**config.mk**
```make
export PLATFORM = sky130hd
export DESIGN_NAME = uart_tx
export DESIGN_NICKNAME = d
export VERILOG_FILES = /design/src/rtl/uart_pkg.sv /design/src/rtl/uart_tx_fifo.sv /design/src/rtl/uart_tx.sv
export SDC_FILE = /design/constraint.sdc
export NUM_CORES = 1
export LEC_CHECK = 0
export CORE_MARGIN = 4
export CORE_UTILIZATION = 60
export DETAILED_ROUTE_END_ITERATION = 6
export PLACE_DENSITY_LB_ADDON = 0.25
export SYNTH_ARGS = -nofsm -noshare
export SYNTH_HDL_FRONTEND = slang
export SYNTH_SLANG_ARGS = --single-unit
```
**constraint.sdc**
```tcl
create_clock -name clk -period 7.5 [get_ports clk]
set_clock_uncertainty 0.1 [all_clocks]
set_input_delay 1.875 -clock clk [delete_from_list [all_inputs] [get_ports clk]]
set_output_delay 1.875 -clock clk [all_outputs]
set_load 0.05 [all_outputs]
```
**src/rtl/uart_pkg.sv**
```systemverilog
// uart_pkg: definitions shared by the UART transmitter and receiver.
//   uart_state_e    - serial frame FSM states
//   UART_DATA_BITS  - data bits per character (8N1 framing)
//   UART_START_BIT  - line level of the start bit
//   UART_STOP_BIT   - line level of the stop bit (also the idle level)
package uart_pkg;

    typedef enum logic [1:0] {
        IDLE  = 2'd0,
        START = 2'd1,
        DATA  = 2'd2,
        STOP  = 2'd3
    } uart_state_e;

    localparam int unsigned UART_DATA_BITS = 8;
    localparam logic        UART_START_BIT = 1'b0;
    localparam logic        UART_STOP_BIT  = 1'b1;

endpackage

```
**src/rtl/uart_tx_fifo.sv**
```systemverilog
// uart_tx_fifo: synchronous FIFO used to queue characters for uart_tx.
//   clk    - clock, rising edge
//   rst_n  - asynchronous active-low reset (empties the FIFO)
//   push   - write din (ignored while full)
//   din    - write data
//   pop    - discard the head entry (ignored while empty)
//   dout   - head entry, valid while !empty
//   full   - DEPTH entries held
//   empty  - no entries held
// DEPTH must be a power of two so the pointers wrap by plain overflow.
module uart_tx_fifo #(
    parameter int unsigned DEPTH = 4,
    parameter int unsigned WIDTH = 8
) (
    input  logic             clk,
    input  logic             rst_n,
    input  logic             push,
    input  logic [WIDTH-1:0] din,
    input  logic             pop,
    output logic [WIDTH-1:0] dout,
    output logic             full,
    output logic             empty
);

    localparam int unsigned AW = $clog2(DEPTH);

    logic [WIDTH-1:0] mem_q [DEPTH];
    logic [AW-1:0]    wr_ptr_q, wr_ptr_d;
    logic [AW-1:0]    rd_ptr_q, rd_ptr_d;
    logic [AW:0]      count_q, count_d;
    logic             do_push, do_pop;

    assign full    = (count_q == (AW+1)'(DEPTH));
    assign empty   = (count_q == '0);
    assign do_push = push && !full;
    assign do_pop  = pop && !empty;
    assign dout    = mem_q[rd_ptr_q];

    always_comb begin
        wr_ptr_d = wr_ptr_q;
        rd_ptr_d = rd_ptr_q;
        count_d  = count_q;
        if (do_push) begin
            wr_ptr_d = wr_ptr_q + 1'b1;
        end
        if (do_pop) begin
            rd_ptr_d = rd_ptr_q + 1'b1;
        end
        if (do_push && !do_pop) begin
            count_d = count_q + 1'b1;
        end else if (do_pop && !do_push) begin
            count_d = count_q - 1'b1;
        end
    end

    always_ff @(posedge clk or negedge rst_n) begin
        if (!rst_n) begin
            wr_ptr_q <= '0;
            rd_ptr_q <= '0;
            count_q  <= '0;
        end else begin
            wr_ptr_q <= wr_ptr_d;
            rd_ptr_q <= rd_ptr_d;
            count_q  <= count_d;
        end
    end

    always_ff @(posedge clk) begin
        if (do_push) begin
            mem_q[wr_ptr_q] <= din;
        end
    end

endmodule

```
**src/rtl/uart_tx.sv**
```systemverilog
// uart_tx: 8N1 serial transmitter.
//   clk     - clock, rising edge
//   rst_n   - asynchronous active-low reset; aborts any frame, line goes high
//   bc      - baud divisor, one bit period = bc+1 clk cycles (sampled per frame)
//   ch_vld  - upstream character valid
//   ch      - character to send, LSB first
//   ch_rdy  - character accepted on an edge where ch_vld && ch_rdy
//   tx      - serial line, idle high, driven from a flop
//   busy    - frame in progress or a character waiting
// Build option: define UART_TX_FIFO_EN to queue characters in a FIFO_DEPTH
// entry FIFO (frames then run back to back); otherwise a single holding
// register is used and each frame needs a fresh handshake.
module uart_tx #(
    parameter int unsigned FIFO_DEPTH = 4
) (
    input  logic        clk,
    input  logic        rst_n,
    input  logic [15:0] bc,
    input  logic        ch_vld,
    input  logic [7:0]  ch,
    output logic        ch_rdy,
    output logic        tx,
    output logic        busy
);

    import uart_pkg::*;

    localparam logic [2:0] LAST_BIT = 3'(UART_DATA_BITS - 1);

    if (FIFO_DEPTH < 2 || (FIFO_DEPTH & (FIFO_DEPTH - 1)) != 0) begin : g_depth_check
        $error("uart_tx: FIFO_DEPTH must be a power of two >= 2");
    end

    uart_state_e                state_q, state_d;
    logic [15:0]                cnt_q, cnt_d;
    logic [15:0]                bc_q, bc_d;
    logic [2:0]                 bit_q, bit_d;
    logic [UART_DATA_BITS-1:0]  data_q, data_d;
    logic                       tx_q, tx_d;

    logic                       avail;
    logic [UART_DATA_BITS-1:0]  next_ch;
    logic                       pop;
    logic                       load;

`ifdef UART_TX_FIFO_EN
    logic fifo_full, fifo_empty;

    uart_tx_fifo #(
        .DEPTH (FIFO_DEPTH),
        .WIDTH (UART_DATA_BITS)
    ) u_fifo (
        .clk   (clk),
        .rst_n (rst_n),
        .push  (ch_vld),
        .din   (ch),
        .pop   (pop),
        .dout  (next_ch),
        .full  (fifo_full),
        .empty (fifo_empty)
    );

    assign ch_rdy = !fifo_full;
    assign avail  = !fifo_empty;
`else
    logic [UART_DATA_BITS-1:0] hold_q, hold_d;
    logic                      hold_vld_q, hold_vld_d;
    logic                      ch_rdy_q, ch_rdy_d;

    // Ready only while the FSM will be idle with nothing held, so it drops
    // on the accepting edge and stays low for the whole frame.
    always_comb begin
        hold_d     = hold_q;
        hold_vld_d = hold_vld_q;
        if (pop) begin
            hold_vld_d = 1'b0;
        end
        if (ch_vld && ch_rdy_q) begin
            hold_d     = ch;
            hold_vld_d = 1'b1;
        end
        ch_rdy_d = (state_d == IDLE) && !hold_vld_d;
    end

    always_ff @(posedge clk or negedge rst_n) begin
        if (!rst_n) begin
            hold_q     <= '0;
            hold_vld_q <= 1'b0;
            ch_rdy_q   <= 1'b0;
        end else begin
            hold_q     <= hold_d;
            hold_vld_q <= hold_vld_d;
            ch_rdy_q   <= ch_rdy_d;
        end
    end

    assign ch_rdy  = ch_rdy_q;
    assign avail   = hold_vld_q;
    assign next_ch = hold_q;
`endif

    // Every state holds its bit while cnt counts bc..0; at zero the next
    // bit is presented and cnt reloads from the per-frame bc copy.
    always_comb begin
        state_d = state_q;
        cnt_d   = cnt_q;
        bc_d    = bc_q;
        bit_d   = bit_q;
        data_d  = data_q;
        tx_d    = tx_q;
        load    = 1'b0;
        unique case (state_q)
            IDLE: begin
                tx_d = UART_STOP_BIT;
                load = avail;
            end
            START: begin
                if (cnt_q == '0) begin
                    cnt_d   = bc_q;
                    state_d = DATA;
                    bit_d   = '0;
                    tx_d    = data_q[0];
                end else begin
                    cnt_d = cnt_q - 16'd1;
                end
            end
            DATA: begin
                if (cnt_q == '0) begin
                    cnt_d = bc_q;
                    if (bit_q == LAST_BIT) begin
                        state_d = STOP;
                        tx_d    = UART_STOP_BIT;
                    end else begin
                        bit_d = bit_q + 3'd1;
                        tx_d  = data_q[bit_d];
                    end
                end else begin
                    cnt_d = cnt_q - 16'd1;
                end
            end
            STOP: begin
                if (cnt_q == '0) begin
                    if (avail) begin
                        load = 1'b1;
                    end else begin
                        state_d = IDLE;
                        tx_d    = UART_STOP_BIT;
                    end
                end else begin
                    cnt_d = cnt_q - 16'd1;
                end
            end
            default: begin
                state_d = IDLE;
                tx_d    = UART_STOP_BIT;
            end
        endcase
        // Frame start: take the next character and freeze bc for this frame.
        if (load) begin
            state_d = START;
            cnt_d   = bc;
            bc_d    = bc;
            data_d  = next_ch;
            tx_d    = UART_START_BIT;
        end
        pop = load;
    end

    always_ff @(posedge clk or negedge rst_n) begin
        if (!rst_n) begin
            state_q <= IDLE;
            cnt_q   <= '0;
            bc_q    <= '0;
            bit_q   <= '0;
            data_q  <= '0;
            tx_q    <= UART_STOP_BIT;
        end else begin
            state_q <= state_d;
            cnt_q   <= cnt_d;
            bc_q    <= bc_d;
            bit_q   <= bit_d;
            data_q  <= data_d;
            tx_q    <= tx_d;
        end
    end

    assign tx   = tx_q;
    assign busy = (state_q != IDLE) || avail;

endmodule
```
==> results.md, run 1 <==
- Status: complete, no violations
- Std-Cell Rows: 25
- Static Leak: 0.001487 uW
- Gp weighted congestion: 0.8124
- First-pass GRT wire length: 10490 um
- Core ar.: 0.004723 mm^2
- Mapped Area: 0.002928 mm^2
- Main flop type after synthesis: dfrtp_1
- Ratio of final minimum period to clock period: 51.76%
- Synth async-reset ratio: 100.0%
- Total length of routed wires: 6180 um
- Worst Setup End Kind: output port
- I/O Buffers: 29
- Initial core utilization: 61.99%
- Worst setup path startpoint: state_q[1]
- CTS tree: done
- VDD IR-drop max: 0.2113 mV
- Slowest CP cell: clkdlybuf4s50_1
- Drt via density: 5.747
- Layout net count: 370
- Largest net degree at the start of global routing: 57
- Via count: 2316
- GRT overflow: 0
- Ant diodes: 0
- Die Width: 77.86 um
- DRT iter0 DRCs: 138
- RSZ-0062 raised after global routing: false
- Design Power: 1262 uW
- Max Root-Sink Buffers: 2
- Worst slew margin: 40.66%
- Top post-synthesis cells by area: dfrtp_1 (47%), nand2_1 (11%), mux2_2 (3.5%), ha_1 (3.4%), o211ai_1 (3.1%)
- WP data arrival: 1.91 ns
- Fmax: 257.6 MHz
- Worst skew pair latency: 0.31 ns
- Post-synth top cells: nand2_1 (84), dfrtp_1 (55), clkbuf_1 (14), nor2_1 (14), o211ai_1 (12)
- YS warnings: 0
- Sequential fraction of the synthesis area: 47.91%
- Die area: 0.006061 mm^2
- Worst-path cell chain: inv_1 -> ha_1 -> nand2b_1 -> clkdlybuf4s50_1
- GRT Overall Usage: 21.53%
- Synth area leader: dfrtp_1
- Final setup fails: 0
- Post-DRT Antenna Nets: 0
- # DRC: 0
- Delay-heaviest family, CP: buffers and inverters
- Share of cells above drive strength 1: 8.333%
- CTS Sinks: 56
- Worst setup margin: 3.618 ns
- Crit path kind: reg2out
- Slew Viols, Final: 0
- Startpoint types: register
- Max Cap Viol: 0
- Number of H-tree levels: 2
- Final cell count without fillers: 403
- Hold crit path type: reg2reg
- Layout area overhead: 14.10%
- Synth top area share: 47.01%
- Top-count cell post-synth: nand2_1
- Pre-antenna DRT Iters: 4
- Vias in the first global route: 2191
- Mapped Cells: 316
- Min Tclk post-route: 3.882 ns
- CTS resizes: 0
- Cell variety after synth: 46
- Total setup buffers inserted after CTS: 0
- Yosys reg bits: 56
- Avg Inst Size Synth: 9.265 um^2
- Aggregate negative setup slack: 0 ns
- EDFF count, synth: 0
- Crit path buffers/inverters: 2
- Hold Buf Count CTS: 0
- Fillers: 374
- Max incr delay on CP: 0.79 ns
- Number of I/O pins: 30
- Place WS: 3.956 ns
- Util after Layout: 70.73%
- Reg2reg start: cnt_q[0]
- Dpl hpwl: 4084 um
- CTS buffer count: 5
- Antenna violations before repair: 0
- PwrDens: 377.9 mW/mm^2
- Synth Net Count: 351
- Crit Path Max Fanout: 4
- Endpoints failing hold: 0
- Worst endpoint required time: 5.53 ns
- Clk slew on worst S/H paths: 0.10 ns
- Routed len/inst: 15.33 um
- Placed cell count: 395
- Root Buffer Master: clkbuf_8
- Hold Path Origin: hold_q[3]
- Worst-Margin Slew: 0.8901 ns
- Die Ht: 77.86 um
final timing paths:
kind                        endpoint  slack [ns]  depth (start not counted)
setup / recovery                busy        3.62                          4
min in group asynchronous  hold_q[0]        1.56                          2
setup reg to reg            cnt_q[2]        4.09                          7
hold / removal             data_q[3]        0.37                          2
max in group asynchronous  cnt_q[14]        5.23                          2
hold reg to reg            data_q[3]        0.37                          2
final cells by class:
| type | instances | area [um^2] | share of cell area [%] |
|---|---|---|---|
| clock buffer | 6 | 82.58 | 2.472 |
| tap | 67 | 83.83 | 2.509 |
| sequential | 56 | 1403 | 41.99 |
| timing repair buffer | 31 | 300.3 | 8.989 |
| inverter | 10 | 37.54 | 1.124 |
| clock inverter | 2 | 15.01 | 0.4494 |
| multi-input combinational | 231 | 1419 | 42.47 |
where the power goes:
part	internal, uW	leakage [uW]	switching [uW]
logic	226	0.000760	310
registers	446	0.000683	108
clock network	75.0	0.0000434	97.6
cells in the final DEF (no fill, tap or decap), types with 2 or more instances in the layout:
master,instances
nand2_1,84
dfrtp_1,55
clkdlybuf4s50_1,28
nor2_1,14
o211ai_1,12
o21ai_0,11
inv_1,10
a21oi_1,10
nor3_1,10
mux2_2,9
ha_1,8
clkbuf_8,6
or4_1,5
or3_1,5
o31ai_1,5
a211oi_1,5
xor2_1,5
a31oi_1,5
nor4_1,4
nor2b_1,3
nand2b_1,3
a22o_1,3
a22oi_1,3
and2_1,2
a211oi_2,2
a21o_1,2
o21a_1,2
mux4_2,2
a221o_1,2
clkinvlp_4,2
buf_4,2
logic make-up (layout without fill, tap and decap cells):
family	Yosys count	in the layout	synth area share, %
simple gates	136	136	20.98
compound gates	70	70	16.71
flops	56	56	47.91
buf+inv	29	49	4.145
mux	12	12	5.342
fa+ha+maj	8	8	3.419
xor+xnor	5	5	1.496
stage by stage:
stage / hold slack, ns / cell area (um^2)
global route: 0.3997 / 3341
floorplan: 0.3331 / 2928
detailed placement: 0.3513 / 3243
CTS: 0.3770 / 3341
finish: 0.3717 / 3341
global placement: 0.3429 / 3243
metal layers:
| metal | part of all wire, % | vias up | GRT usage [%] |
|---|---|---|---|
| met5 | 0 | - | 0 |
| met4 | 0.66 | 0 | 4.448 |
| met3 | 5.6 | 5 | 4.176 |
| met2 | 47 | 53 | 35.10 |
| met1 | 47 | 1109 | 29.98 |
| li1 | - | 1149 | - |
sequential cells by signal, summed over array words and instances (netlist names):
signal   flops
avail        1
bc_q        16
tx           1
cnt_q       16
ch_rdy       1
state_q      2
data_q       8
bit_q        3
hold_q       8
worst reg2reg max path: stages, from the launching register on:
cell      delay, ns
dfrtp_1        0.43
inv_1          0.07
ha_1           0.23
or4b_1         0.62
or4_4          0.71
a211oi_2       0.79
o21ai_0        0.24
o211ai_1       0.15
Note: power is estimated with default switching activity, not from simulation.
==> inputs of run 2 (changes only) <==
CORE_UTILIZATION = 51   (was 60)
clock period = 3.5 ns   (was 7.5 ns; I/O delays follow)
==> run 2 against run 1 <==
  * Final cell count up 2.2%
  * Setup slack worse by 3.2 ns
  * Via count up 0.43%
  * Total power up 120%
  * Critical path depth up 4
  * Final area up 1.1%
  * Critical path type is now reg2reg
  * Highest routed layer unchanged
==> results.md, run 2 (same netlist as run 1, synthesis figures left out) <==
- Static Leak: 0.001517 uW
- Final cell count without fillers: 412
- DRT iter0 DRCs: 146
- Antenna violations before repair: 0
- Die Width: 83.77 um
- Largest registers: bc_q: 16 flops, cnt_q: 16 flops
- Slew Viols, Final: 0
- # DRC: 0
- CTS resizes: 0
- Hold WS: 0.3693 ns
- Aggregate negative setup slack: 0 ns
- First-pass GRT wire length: 10900 um
- Worst reg2reg setup slack: 0.44 ns
- Layout area overhead: 15.38%
- Fmax: 327.2 MHz
- Fillers: 481
- Max incr delay on CP: 0.70 ns
- Root Buffer Master: clkbuf_8
- Number of H-tree levels: 2
- Hold crit path type: reg2reg
- Die Ht: 83.77 um
- Post-DRT Antenna Nets: 0
- FF/Latch Area: 0.001403 mm^2
- Util after Layout: 60.98%
- Number of I/O pins: 30
- CTS tree: done
- Initial core utilization: 52.85%
- Core ar.: 0.005540 mm^2
- I/O Buffers: 29
- Min Tclk post-route: 3.056 ns
- Worst skew pair latency: 0.31 ns
- Pre-antenna DRT Iters: 4
- Worst endpoint required time: 3.62 ns
- Status: complete, no violations
- Max Cap Viol: 0
- Routed len/inst: 14.76 um
- Slowest CP cell: or4_4
- Placed cell count: 404
- Vias in the first global route: 2277
- Worst-path cell chain: inv_1 -> ha_1 -> or4b_1 -> or4_4 -> a211oi_2 -> buf_4 -> a21oi_1 -> o221ai_1
- Max Root-Sink Buffers: 2
- Total setup buffers inserted after CTS: 0
- Ant diodes: 0
- Dpl hpwl: 4397 um
- Total length of routed wires: 6082 um
- Worst slew margin: 56.16%
- Via count: 2326
- Layout net count: 374
- Worst-Margin Slew: 0.6576 ns
- CTS Sinks: 56
- Worst Setup End Kind: register
- Clk slew on worst S/H paths: 0.09 ns
- Gp weighted congestion: 0.8314
- Crit Path Max Fanout: 13
- Die area: 0.007017 mm^2
- CTS buffer count: 5
- Startpoint types: register
- Std-Cell Rows: 27
- Most frequent cells in the layout: nand2_1 (84), dfrtp_1 (55), clkdlybuf4s50_1 (28), nor2_1 (14), o211ai_1 (12)
- Endpoints failing hold: 0
- Largest net degree at the start of global routing: 26
- Multi-input logic area: 0.001410 mm^2
- Final setup fails: 0
- GRT Overall Usage: 18.58%
- PwrDens: 814.5 mW/mm^2
- Crit path kind: reg2reg
- Commonest non-fill, non-tap cell in the layout: nand2_1
- Drt via density: 5.646
- WP data arrival: 3.17 ns
- Share of cells above drive strength 1: 9.118%
- VDD IR-drop max: 0.3608 mV
- GRT overflow: 0
- RSZ-0062 raised after global routing: false
- Hold Buf Count CTS: 0
- Ratio of final minimum period to clock period: 87.32%
[run 2: worst max-delay path: cells and delay by family, from the launching register on]
kind / cells / cell delay, ns
AND/OR/NAND/NOR: 2 / 1.30
AO/OA/AOI/OAI: 3 / 0.64
flip-flops: 1 / 0.42
buffers and inverters: 2 / 0.30
adder cells (fa/ha/maj): 1 / 0.20
[run 2: cell type report]
class,instances,area share (%)
inverters,10,1.111
multi-input cells,231,41.74
clock buffers,6,2.148
repair buffers,35,9.778
well taps,72,2.667
flip-flops and latches,56,41.52
clock inverters,2,1.037
[run 2: path summary, 6_finish.rpt]
path                            from         to  cells past startpoint
min in group asynchronous      rst_n  hold_q[6]                      1
max in group asynchronous      rst_n         tx                      2
max reg2reg                 cnt_q[0]  cnt_q[14]                      8
min                        hold_q[2]  data_q[2]                      2
max                         cnt_q[0]  cnt_q[14]                      8
min reg2reg                hold_q[2]  data_q[2]                      2
[run 2: where the power goes]
group | total [uW] | switching [uW] | internal, uW | leakage (uW)
clock network | 412 | 200 | 213 | 0.0000552
registers | 1180 | 226 | 956 | 0.000683
logic | 1160 | 653 | 503 | 0.000778
total | 2750 | 1080 | 1670 | 0.00152
[run 2: layer usage]
layer	share of wire [%]	vias to the layer above	wire [um]	GRT usage (%)
li1	-	1162	-	-
met1	49	1111	2996	26.87
met2	45	48	2767	29.50
met3	4.5	5	275	3.554
met4	0.71	0	43	3.216
met5	0	-	0	0
[run 2: metrics by stage]
stage / total power, uW / area, um^2 / setup slack (ns)
finish: 2751 / 3378 / 0.4437
floorplan: 2030 / 2928 / 0.7715
detailed placement: 2356 / 3271 / 0.4802
global route: 2996 / 3378 / 0.2669
CTS: 2770 / 3378 / 0.4598
global placement: 2319 / 3271 / 0.5679
